<file path="config.mk">
export PLATFORM = sky130hd
export DESIGN_NAME = rle_encoder
export DESIGN_NICKNAME = d
export VERILOG_FILES = /design/src/rtl/rle_pkg.sv /design/src/rtl/rle_coef_bank.sv /design/src/rtl/rle_encoder.sv
export SDC_FILE = /design/constraint.sdc
export NUM_CORES = 1
export LEC_CHECK = 0
export BUFFER_PORTS_ARGS = -buffer_cell sky130_fd_sc_hd__buf_4
export CAP_MARGIN = 0
export CORE_MARGIN = 8
export CORE_UTILIZATION = 45
export DETAILED_ROUTE_END_ITERATION = 8
export HOLD_SLACK_MARGIN = 0.03
export PLACE_DENSITY = 0.66
export SLEW_MARGIN = 20
export SYNTH_ARGS = -nofsm -noshare
export SYNTH_HDL_FRONTEND = slang
export SYNTH_SLANG_ARGS = --single-unit
</file>
<file path="constraint.sdc">
create_clock -name clk -period 8.8 [get_ports clk]
set_clock_uncertainty 0.1 [all_clocks]
set_input_delay 0.88 -clock clk [delete_from_list [all_inputs] [get_ports clk]]
set_output_delay 0.88 -clock clk [all_outputs]
set_load 0.01 [all_outputs]
</file>
<file path="src/rtl/rle_pkg.sv">
// rle_pkg: shared constants, FSM state type and token field widths for the run-length encoder.
package rle_pkg;
  localparam int NUM_COEF = 8;
  localparam int COEF_W = 19;
  localparam int RUN_W = 4;
  localparam int IDX_W = 3;
  localparam logic [IDX_W-1:0] LAST_IDX = IDX_W'(NUM_COEF - 1);
  typedef enum logic [1:0] {IDLE, SCAN, EMIT} state_t;
endpackage

</file>
<file path="src/rtl/rle_coef_bank.sv">
// rle_coef_bank: parallel-load coefficient bank with indexed read and thresholded zero detect.
module rle_coef_bank
  import rle_pkg::*;
#(
  parameter int THRESH = 0,
  parameter int COEF_W = rle_pkg::COEF_W
) (
  input  logic                     clk,
  input  logic                     rst_n,
  input  logic                     load,
  input  logic signed [COEF_W-1:0] din [NUM_COEF],
  input  logic [IDX_W-1:0]         idx,
  output logic signed [COEF_W-1:0] coef,
  output logic                     is_zero
);
  localparam logic signed [COEF_W:0] TH = (COEF_W + 1)'(THRESH);
  logic signed [COEF_W-1:0] bank [NUM_COEF];
  logic signed [COEF_W:0] ext, mag;
  always_ff @(posedge clk or negedge rst_n)
    if (!rst_n) bank <= '{default: '0};
    else if (load) bank <= din;
  assign coef = bank[idx];
  // one extra bit so the most-negative coefficient has a representable magnitude
  assign ext = {coef[COEF_W-1], coef};
  assign mag = ext[COEF_W] ? -ext : ext;
  assign is_zero = (coef == '0) || (mag < TH);
endmodule

</file>
<file path="src/rtl/rle_encoder.sv">
// rle_encoder: captures an 8-coefficient DCT block and serialises it into (run, value, last) tokens.
module rle_encoder
  import rle_pkg::*;
#(
  parameter int THRESH = 0,
  parameter int COEF_W = rle_pkg::COEF_W
) (
  input  logic                     clk,
  input  logic                     rst_n,
  input  logic                     en,
  input  logic                     in_valid,
  output logic                     in_ready,
  input  logic signed [COEF_W-1:0] z0,
  input  logic signed [COEF_W-1:0] z1,
  input  logic signed [COEF_W-1:0] z2,
  input  logic signed [COEF_W-1:0] z3,
  input  logic signed [COEF_W-1:0] z4,
  input  logic signed [COEF_W-1:0] z5,
  input  logic signed [COEF_W-1:0] z6,
  input  logic signed [COEF_W-1:0] z7,
  output logic                     out_valid,
  input  logic                     out_ready,
  output logic [RUN_W-1:0]         out_run,
  output logic signed [COEF_W-1:0] out_value,
  output logic                     out_last
);
  state_t state, state_n;
  logic [IDX_W-1:0] idx, idx_n;
  logic [RUN_W-1:0] cnt, cnt_n, run_n;
  logic signed [COEF_W-1:0] val_n, coef;
  logic signed [COEF_W-1:0] zv [NUM_COEF];
  logic valid_n, last_n, is_zero;
  assign zv = '{z0, z1, z2, z3, z4, z5, z6, z7};
  assign in_ready = (state == IDLE) && en;
  rle_coef_bank #(.THRESH(THRESH), .COEF_W(COEF_W)) u_bank (
    .clk(clk),
    .rst_n(rst_n),
    .load(in_valid && in_ready),
    .din(zv),
    .idx(idx),
    .coef(coef),
    .is_zero(is_zero)
  );
  always_comb begin
    state_n = state;
    idx_n = idx;
    cnt_n = cnt;
    valid_n = out_valid;
    run_n = out_run;
    val_n = out_value;
    last_n = out_last;
    if (en)
      case (state)
        IDLE: if (in_valid) begin
          state_n = SCAN;
          idx_n = '0;
          cnt_n = '0;
        end
        SCAN: if (is_zero && idx != LAST_IDX) begin
          cnt_n = cnt + 4'd1;
          idx_n = idx + 3'd1;
        end else begin
          // a trailing zero closes the block as an end-of-block token
          state_n = EMIT;
          valid_n = 1'b1;
          run_n = is_zero ? cnt + 4'd1 : cnt;
          val_n = is_zero ? '0 : coef;
          last_n = (idx == LAST_IDX);
          cnt_n = '0;
        end
        EMIT: if (out_ready) begin
          valid_n = 1'b0;
          state_n = out_last ? IDLE : SCAN;
          idx_n = idx + 3'd1;
        end
        default: state_n = IDLE;
      endcase
  end
  always_ff @(posedge clk or negedge rst_n)
    if (!rst_n) begin
      state <= IDLE;
      idx <= '0;
      cnt <= '0;
      out_valid <= 1'b0;
      out_run <= '0;
      out_value <= '0;
      out_last <= 1'b0;
    end else begin
      state <= state_n;
      idx <= idx_n;
      cnt <= cnt_n;
      out_valid <= valid_n;
      out_run <= run_n;
      out_value <= val_n;
      out_last <= last_n;
    end
endmodule
</file>
==> impl_metrics.csv, run 1 <==
group,metric,value,unit
timing,relSlewSlack,31.1,%
routing,drt_iter0_drc,198,
cells_and_area,nets,903,
clocking,clock-root-buffer,"clkbuf_16",
floorplanning,die_h,153,µm
timing,tightest_slew,1.03,ns
worst_setup_path,worstPathArrival,4.27,ns
logic_synthesis,yosysWarnings,0,
floorplanning,initial_utilization,45.5,%
cells_and_area,n_antenna_cell,0,
worst_setup_path,path_delay_family,"multiplexers",
timing,finalCritPeriodShare,46.2,%
timing,finalSetupViolations,0,
logic_synthesis,synth_cells,565,
routing,via_count,5296,
floorplanning,coreArea,18600,µm²
logic_synthesis,yosysUniqueCellTypes,43,
place,gp_congestion,0.825,
cells_and_area,layout_common_cells,"buf_4 (184), dfrtp_1 (183), mux2_2 (157), mux4_2 (40), mux2i_1 (27)",
routing,drtAntennaViolNets,0,
worst_setup_path,crit_type,"register to register",
logic_synthesis,yosysSeqAreaShare,55.0,%
power_and_ir_drop,power.leakage,4.77,nW
grt,grt_overflow,0,
logic_synthesis,synthArstFlopShare,100,%
logic_synthesis,synth_nets,729,
place,port_buffers,182,
worst_setup_path,cp_cell_sequence,"buf_4 > clkinv_1 > mux4_2 > mux2i_1 > nor4_4 > a31oi_4 > mux2_2",
clocking,cts_hold_buf,0,
worst_setup_path,end_kind,"register",
logic_synthesis,avgSynthCellArea,15.0,µm²
clocking,htreeDepth,4,
timing,setup_ws,4.73,ns
logic_synthesis,synth-main-ff-cell,"dfrtp_1",
timing,finalMaxSlewViolations,0,
clocking,clock_latency,0.42,ns
job,cap_viol_max_count,0,
timing,tns,0,ns
timing,rsz0062_at_grt,"false",
grt,grt_usage,17.7,%
worst_setup_path,cp.required,9.00,ns
grt,antenna_found_initial,0,
worst_setup_path,crit_path_max_incr_delay,0.84,ns
floorplanning,rows,50,
place,dp_hpwl,14700,µm
run_status,outcome,"complete, no violations",
worst_setup_path,worst_setup_path_start_kind,"register",
timing,fmax,0.246,GHz
grt,grt_max_degree,104,
worst_setup_path,critical_path.slowest_cell,"a31oi_4",
clocking,clock-sinks,186,
clocking,cts_buffers,17,
power_and_ir_drop,power_density,333,nW/µm²
timing,whs,0.403,ns
logic_synthesis,synth_edf_count,0,
worst_hold_path,min_path_cells,1,
cells_and_area,stdcell_area,10600,µm²
cells_and_area,area_delta_synth_final,25.6,%
routing,drt_first_pass_iters,4,
logic_synthesis,ys_ff_latch,186,
clocking,post_cts_resized,0,
clocking,cts.path.max_buffers,2,
worst_setup_path,cp.depth,7,
routing,drt_wl_total,20200,µm
power_and_ir_drop,total_power,3.53,mW
clocking,path_clk_slew,0.07,ns
grt,grt_pass1_vias,6005,
grt,grt_first_pass_wirelength,32600,µm
cells_and_area,final_layout_size_suffix_gt1_share,56.4,%
timing,finalHoldViolations,0,
cells_and_area,n_fill_cell,1515,
routing,drc,0,
cells_and_area,final_common_cell,"buf_4",
clocking,cts_tree,"yes",
floorplanning,fp.dieW,153,µm
cells_and_area,fin_util,57.2,%
worst_setup_path,critPathBufInv,2,
routing,via_per_inst,5.37,
power_and_ir_drop,ir_worst_vdd,0.151,mV
place,preCtsSetupSlack,4.63,ns
worst_setup_path,worstPathMaxFanout,30,
floorplanning,io_pins,183,
logic_synthesis,synth_area,8460,µm²
worst_hold_path,hold_path_class,"register to register",
cells_and_area,stdcell_count,986,
routing,wl_per_cell,20.5,µm
floorplanning,die_area,23400,µm²
place,place_area,10000,µm²
clocking,post_cts.repair.setup_buffers,0,
worst_setup_path,rr_worst_depth,7,
timing,min_period,4.07,ns
place,placed_cells,954,
[worst paths after layout]
check / endpoint / slack (ns) / start
hold reg to reg: u_bank.bank[12] / 0.40 / u_bank.bank[12]
setup / recovery: out_value[11] / 4.73 / idx[1]
max in group asynchronous: u_bank.bank[107] / 6.85 / rst_n
hold / removal: u_bank.bank[12] / 0.40 / u_bank.bank[12]
min in group asynchronous: u_bank.bank[61] / 0.45 / rst_n
setup reg to reg: out_value[11] / 4.73 / idx[1]
[per-layer routing]
metal | part of all wire [%] | vias to the layer above | wire length, µm | GRT usage [%]
met3 | 6.1 | 12 | 1230 | 5.86
met1 | 43 | 2729 | 8660 | 21.9
met2 | 50 | 144 | 10100 | 29.2
met5 | 0 | - | 0 | 0
li1 | - | 2411 | - | -
met4 | 0.73 | 0 | 147 | 4.48
[state kept, by name (all words and copies together) (netlist names)]
register	cells
cnt	4
u_bank.bank	152
out_last	1
state	2
out_run	4
idx	3
out_valid	1
out_value	19
[cells by family after synthesis]
kind of cell	after synthesis	share of synthesized area (%)
AO/OA/AOI/OAI	35	2.75
multiplexers	225	34.9
adder cells (fa/ha/maj)	7	1.03
flip-flops	186	55.0
AND/OR/NAND/NOR	60	3.79
buffers and inverters	52	2.56
[power by group]
group	total [mW]	internal, mW	switching (mW)
Sequential	1.57	1.27	0.294
Combinational	1.22	0.752	0.470
Clock	0.746	0.406	0.340
[Yosys cell counts (5+ instances only)]
cell	number	area (µm²)
mux4_2	40	901
ha_1	7	87.6
mux2i_1	27	270
a21oi_1	13	65.1
mux2_2	157	1770
clkbuf_1	14	52.6
inv_1	20	75.1
buf_2	5	25.0
nor2_1	18	67.6
nand2_1	17	63.8
dfrtp_1	186	4650
buf_1	10	37.5
nand4_1	6	37.5
o21ai_0	5	25.0
[final cells by class]
type,instances,area [µm²],share of cell area [%]
inverters,21,78.8,0.742
clock buffers,19,443,4.17
well taps,234,293,2.76
clock inverters,13,133,1.25
repair buffers,186,1410,13.2
multi-input cells,327,3610,34.0
flip-flops and latches,186,4660,43.8
Note: power is estimated with default switching activity, not from simulation.
==> run 2, diff against run 1 <==
- ABC_AREA: default -> 1
- PLACE_DENSITY: 0.66 -> 0.68
- clock period: 8.8 -> 3.48 ns (I/O delays scaled with it)
==> impl_metrics.csv, run 2 <==
group,metric,value,unit
run_status,outcome,"complete, no violations",
power_and_ir_drop,p_switching,3.64,mW
floorplanning,rows,51,
logic_synthesis,yosysWarnings,0,
floorplanning,initial_utilization,46.1,%
logic_synthesis,synth_nets,1313,
clocking,cts_tree,"yes",
power_and_ir_drop,ir_worst_vdd,0.409,mV
clocking,clock_latency,0.43,ns
worst_setup_path,cp.required,3.75,ns
floorplanning,coreArea,19500,µm²
clocking,clock-root-buffer,"clkbuf_16",
cells_and_area,final_common_cell,"nand2_1",
place,gp_congestion,0.848,
timing,tns,0,ns
timing,rsz0062_at_grt,"false",
logic_synthesis,synth.top_cells.by_area,"dfrtp_1 (52%), nand2_1 (11%), a21oi_1 (7.4%), inv_1 (6.7%), nor2_1 (6.6%)",
routing,drtAntennaViolNets,0,
worst_setup_path,crit_top_cell,"nand2_1",
clocking,clock-sinks,186,
worst_setup_path,critical_path.slowest_cell,"dfrtp_4",
worst_hold_path,min_to,"u_bank.bank[14]",
timing,fmax,0.320,GHz
worst_setup_path,worstPathMaxFanout,24,
worst_setup_path,startpoint,"idx[0]",
worst_setup_path,crit_path_max_incr_delay,0.50,ns
worst_setup_path,r2r_slack,0.35,ns
place,dp_hpwl,18400,µm
timing,tightest_slew,0.717,ns
cells_and_area,regArea,4660,µm²
clocking,cts.path.max_buffers,2,
power_and_ir_drop,seq_power_share,36.7,%
power_and_ir_drop,switching_share,38.4,%
timing,relSlewSlack,51.9,%
logic_synthesis,yosys-top-cells-count,"nand2_1 (258), dfrtp_1 (186), inv_1 (160)",
worst_setup_path,worstPathArrival,3.39,ns
logic_synthesis,synth_area_leader_cell,"dfrtp_1",
routing,drt_first_pass_iters,5,
timing,finalSetupViolations,0,
logic_synthesis,synth_area,9010,µm²
worst_setup_path,critPathBufInv,2,
worst_hold_path,min_path_cells,2,
floorplanning,fp.dieW,157,µm
power_and_ir_drop,power.leakage,5.98,nW
place,placed_cells,1544,
power_and_ir_drop,comb_power_share,41.5,%
power_and_ir_drop,p_int,5.83,mW
routing,drc,0,
floorplanning,io_pins,183,
clocking,cts_buffers,17,
cells_and_area,n_fill_cell,1816,
cells_and_area,stdcell_count,1577,
cells_and_area,reg_top3,"u_bank.bank x152, out_value x19",
place,port_buffers,182,
clocking,path_clk_slew,0.06,ns
cells_and_area,n_antenna_cell,0,
grt,antenna_found_initial,0,
job,cap_viol_max_count,0,
floorplanning,die_h,157,µm
routing,via_count,7843,
power_and_ir_drop,pwr-share-clk,21.8,%
power_and_ir_drop,power_density,843,nW/µm²
grt,grt_usage,21.0,%
worst_setup_path,crit_type,"register to register",
worst_hold_path,hold_path_class,"input pin to register",
logic_synthesis,synth_top_area_share,51.7,%
routing,wl_per_cell,16.1,µm
timing,min_period,3.13,ns
logic_synthesis,ys_ff_latch,186,
worst_setup_path,worst_setup_path_start_kind,"register",
logic_synthesis,synthArstFlopShare,100,%
worst_setup_path,cp_cell_sequence,"inv_2 > buf_4 > nand2_1 > nand3_1 > nand2_1 > o21ai_0 > nand2_1 > nor2_1 > nand2_1 > nor2_4 > nand2_2 > nand3_2 > nand2_1 > nand2_1",
worst_setup_path,rr_worst_depth,14,
grt,grt_overflow,0,
logic_synthesis,yosysSeqAreaShare,51.7,%
logic_synthesis,synth_most_common_cell,"nand2_1",
logic_synthesis,synth-main-ff-cell,"dfrtp_1",
routing,via_per_inst,4.97,
logic_synthesis,yosysUniqueCellTypes,25,
grt,grt_max_degree,94,
clocking,post_cts.repair.setup_buffers,0,
cells_and_area,nets,1463,
worst_hold_path,hp-start,"z7[14]",
grt,grt_pass1_vias,7853,
cells_and_area,multiInputGateArea,3410,µm²
floorplanning,die_area,24800,µm²
grt,grt_first_pass_wirelength,40800,µm
worst_setup_path,end_kind,"register",
logic_synthesis,synth_cells,1149,
cells_and_area,top_register,"u_bank.bank",
worst_setup_path,rr_endpoint,"out_value[12]",
cells_and_area,area_delta_synth_final,24.7,%
worst_setup_path,path_delay_family,"simple AND/OR/NAND/NOR gates",
logic_synthesis,avgSynthCellArea,7.84,µm²
routing,drt_wl_total,25300,µm
clocking,htreeDepth,4,
timing,finalMaxSlewViolations,0,
cells_and_area,largest_reg_flops,152,
routing,drt_iter0_drc,587,
logic_synthesis,synth_edf_count,0,
worst_setup_path,r2r-start,"idx[0]",
cells_and_area,layout_common_cells,"nand2_1 (257), buf_4 (192), dfrtp_1 (185), inv_1 (160), nor2_1 (159)",
timing,finalHoldViolations,0,
cells_and_area,final_layout_size_suffix_gt1_share,19.6,%
timing,finalCritPeriodShare,89.9,%
-- run 2: kinds of logic (layout without fill, tap and decap cells) --
logic type	count (synthesis)	in the layout	synth area share, %
xor+xnor	2	2	0.195
flops	186	186	51.7
mux	21	21	2.63
buf+inv	231	394	10.5
compound gates	162	162	9.27
fa+ha+maj	7	7	0.972
simple gates	540	540	24.8
-- run 2: worst max-delay path by stage --
stage	cells after the start	to	slack (ns)
after floorplan	14	out_value[5]	1.33
after global routing	14	out_value[6]	0.07
after detailed placement	14	out_value[0]	0.39
after CTS	14	out_value[12]	0.36
after global placement	14	out_run[2]	0.54
final	14	out_value[12]	0.35
-- run 2: metal layers --
layer / vias up / GRT usage [%] / part of all wire (%)
li1: 3887 / - / -
met1: 3677 / 29.8 / 47
met4: 0 / 6.03 / 1.7
met2: 245 / 30.9 / 44
met5: - / 0 / 0
met3: 34 / 5.59 / 7.2
-- run 2: area by class of cell --
| type | count | area share, % |
|---|---|---|
| clock buffers | 27 | 4.74 |
| well taps | 265 | 2.95 |
| clock inverters | 5 | 0.924 |
| inverters | 162 | 5.41 |
| flip-flops and latches | 186 | 41.5 |
| repair buffers | 200 | 14.1 |
| multi-input cells | 732 | 30.4 |
-- run 2: stage by stage --
stage	utilization [%]	total power, mW	setup WS, ns	hold slack [ns]	instance area, µm²
2_1_floorplan	-	6.12	1.33	-0.0476	9010
3_3_place_gp	54.2	7.31	0.536	0.327	10600
3_5_place_dp	54.2	7.41	0.389	0.332	10600
4_1_cts	57.5	9.50	0.362	0.0389	11200
5_1_grt	57.5	10.2	0.0700	0.0397	11200
6_report	57.5	9.47	0.352	0.0497	11200
-- run 2: power groups by stage --
stage | Clock (mW) | Sequential [mW] | Combinational, mW
finish | 2.07 | 3.47 | 3.93
global route | 2.19 | 3.57 | 4.48
CTS | 2.09 | 3.47 | 3.95
detailed placement | 0 | 3.50 | 3.91
global placement | 0 | 3.48 | 3.83
floorplan | 0 | 3.47 | 2.65
-- run 2: what timing repair did --
item                                   4_1_cts  5_1_grt
hold buffers                                 1        0
gates resized for setup                      0        0
endpoints found under the hold margin       77        0
==> run 3, diff against run 2 <==
- SYNTH_HIERARCHICAL: default -> 1
==> impl_metrics.csv, run 3 <==
group,metric,value,unit
worst_setup_path,crit_type,"register to register",
job,cap_viol_max_count,0,
logic_synthesis,synth_top_area_share,51.5,%
worst_setup_path,worst_setup_path_start_kind,"register",
logic_synthesis,yosysSeqAreaShare,51.5,%
logic_synthesis,synth_nets,1284,
clocking,clock-sinks,186,
cells_and_area,top_register,"u_bank/bank",
timing,relSlewSlack,54.4,%
cells_and_area,area_delta_synth_final,30.5,%
power_and_ir_drop,p_switching,4.00,mW
clocking,post_cts_resized,0,
cells_and_area,largest_reg_flops,152,
clocking,post_cts.repair.setup_buffers,0,
logic_synthesis,avgSynthCellArea,8.09,µm²
logic_synthesis,synth_edf_count,0,
grt,grt_pass1_vias,7923,
routing,via_per_inst,4.90,
logic_synthesis,yosysWarnings,6,
floorplanning,coreArea,20000,µm²
cells_and_area,stdcell_area,11800,µm²
worst_hold_path,hold_path_class,"input pin to register",
floorplanning,die_area,24900,µm²
clocking,clock-root-buffer,"clkbuf_16",
clocking,cts_hold_buf,63,
logic_synthesis,ys_ff_latch,186,
power_and_ir_drop,p_int,5.78,mW
grt,grt_max_degree,162,
worst_setup_path,cp.required,3.70,ns
timing,finalSetupViolations,0,
cells_and_area,n_antenna_cell,0,
logic_synthesis,synth_most_common_cell,"nand2_1",
timing,tightest_slew,0.684,ns
logic_synthesis,synth-main-ff-cell,"dfrtp_1",
routing,via_count,7915,
logic_synthesis,yosysUniqueCellTypes,26,
logic_synthesis,synth_cells,1118,
floorplanning,io_pins,183,
cells_and_area,multiInputGateArea,3430,µm²
clocking,cts_tree,"yes",
power_and_ir_drop,pwr-share-clk,19.6,%
routing,drt_wl_total,25400,µm
logic_synthesis,yosys-top-cells-count,"nand2_1 (365), dfrtp_1 (186), inv_1 (163)",
cells_and_area,stdcell_count,1616,
timing,tns,0,ns
cells_and_area,final_common_cell,"nand2_1",
grt,grt_first_pass_wirelength,41000,µm
timing,finalHoldViolations,0,
cells_and_area,regArea,4660,µm²
cells_and_area,final_layout_size_suffix_gt1_share,21.0,%
floorplanning,fp.dieW,158,µm
routing,drtAntennaViolNets,0,
timing,finalCritPeriodShare,86.8,%
logic_synthesis,synth_area,9040,µm²
routing,drt_iter0_drc,471,
worst_setup_path,worstPathArrival,3.24,ns
grt,antenna_found_initial,0,
logic_synthesis,synth_area_leader_cell,"dfrtp_1",
floorplanning,initial_utilization,45.3,%
place,place_area,10600,µm²
cells_and_area,nets,1499,
floorplanning,die_h,158,µm
routing,wl_per_cell,15.7,µm
power_and_ir_drop,power_density,828,nW/µm²
power_and_ir_drop,comb_power_share,44.3,%
power_and_ir_drop,switching_share,40.9,%
timing,fmax,0.331,GHz
timing,min_period,3.02,ns
power_and_ir_drop,seq_power_share,36.1,%
cells_and_area,n_fill_cell,1768,
timing,finalMaxSlewViolations,0,
worst_setup_path,worstPathMaxFanout,22,
power_and_ir_drop,total_power,9.78,mW
clocking,path_clk_slew,0.07,ns
logic_synthesis,synthArstFlopShare,100,%
worst_setup_path,end_kind,"register",
clocking,htreeDepth,4,
place,placed_cells,1521,
timing,rsz0062_at_grt,"false",
grt,grt_usage,21.0,%
power_and_ir_drop,power.leakage,5.92,nW
clocking,cts.path.max_buffers,2,
timing,whs,0.0394,ns
run_status,outcome,"complete, no violations",
routing,drt_first_pass_iters,5,
place,port_buffers,182,
routing,drc,0,
grt,grt_overflow,0,
cells_and_area,layout_common_cells,"nand2_1 (365), buf_4 (192), dfrtp_1 (184), inv_1 (163), o21ai_0 (139)",
clocking,clock_latency,0.44,ns
place,dp_hpwl,18300,µm
power_and_ir_drop,ir_worst_vdd,0.431,mV
logic_synthesis,synth.top_cells.by_area,"dfrtp_1 (51%), nand2_1 (15%), o21ai_0 (7.7%), inv_1 (6.8%), nand3_1 (5.1%)",
cells_and_area,reg_top3,"u_bank/bank x152, out_value x19",
floorplanning,rows,52,
clocking,cts_buffers,17,
place,gp_congestion,0.858,
run 3: area by class of cell:
class                           count  area share (%)
Timing Repair Buffer              261            18.5
Tap cell                          270            2.86
Clock buffer                       19            3.75
Sequential cell                   186            39.5
Multi-Input combinational cell    702            29.0
Inverter                          165            5.25
Clock inverter                     13            1.14
run 3: power by group through the flow:
stage | Combinational [mW] | Clock (mW) | Sequential, mW
final | 4.34 | 1.91 | 3.53
after global routing | 4.92 | 2.02 | 3.63
after CTS | 4.35 | 1.95 | 3.53
after detailed placement | 4.27 | 0 | 3.57
after global placement | 4.19 | 0 | 3.53
after floorplan | 2.92 | 0 | 3.51
run 3: logic make-up after synthesis:
kind of cell,after synthesis,synth area share [%]
adder cells (fa/ha/maj),9,1.25
AND/OR/NAND/NOR,476,21.2
multiplexers,28,3.49
AO/OA/AOI/OAI,188,11.7
flip-flops,186,51.5
XOR/XNOR,1,0.0968
buffers and inverters,230,10.7
run 3: metrics by stage:
step | utilization, % | setup WS, ns
floorplan | - | 1.29
global placement | 53.1 | 0.535
detailed placement | 53.1 | 0.468
CTS | 59.1 | 0.450
global route | 59.1 | 0.232
finish | 59.1 | 0.460
run 3: critical path, cell delays in order, from the launching register on:
cell and delay (ns):
dfrtp_1 0.35, clkinv_1 0.50, nand3_1 0.40, nand2_1 0.11
nand2_1 0.08, nor2_1 0.04, nand3_1 0.12, nor2_1 0.07
buf_4 0.16, nand2_2 0.08, nand3_2 0.40, buf_12 0.34
nand2_1 0.08, o21ai_2 0.06
run 3: path summary, 6_finish.rpt:
check | start | slack, ns | cells past startpoint | end
worst max register to register | idx[2] | 0.46 | 13 | out_value[12]
worst min register to register | out_value[0] | 0.39 | 2 | out_value[0]
worst min-delay path | z5[1] | 0.04 | 3 | u_bank/bank[39]
max in group asynchronous | rst_n | 2.01 | 3 | u_bank/bank[57]
min in group asynchronous | rst_n | 0.42 | 2 | out_valid
worst max-delay path | idx[2] | 0.46 | 13 | out_value[12]
run 3: layer usage:
metal / global-route usage (%) / wire [µm] / vias to the layer above
met5: 0 / 0 / -
met4: 8.30 / 683 / 0
met3: 4.40 / 1520 / 37
met2: 32.0 / 11500 / 246
met1: 28.7 / 11700 / 3708
li1: - / - / 3924
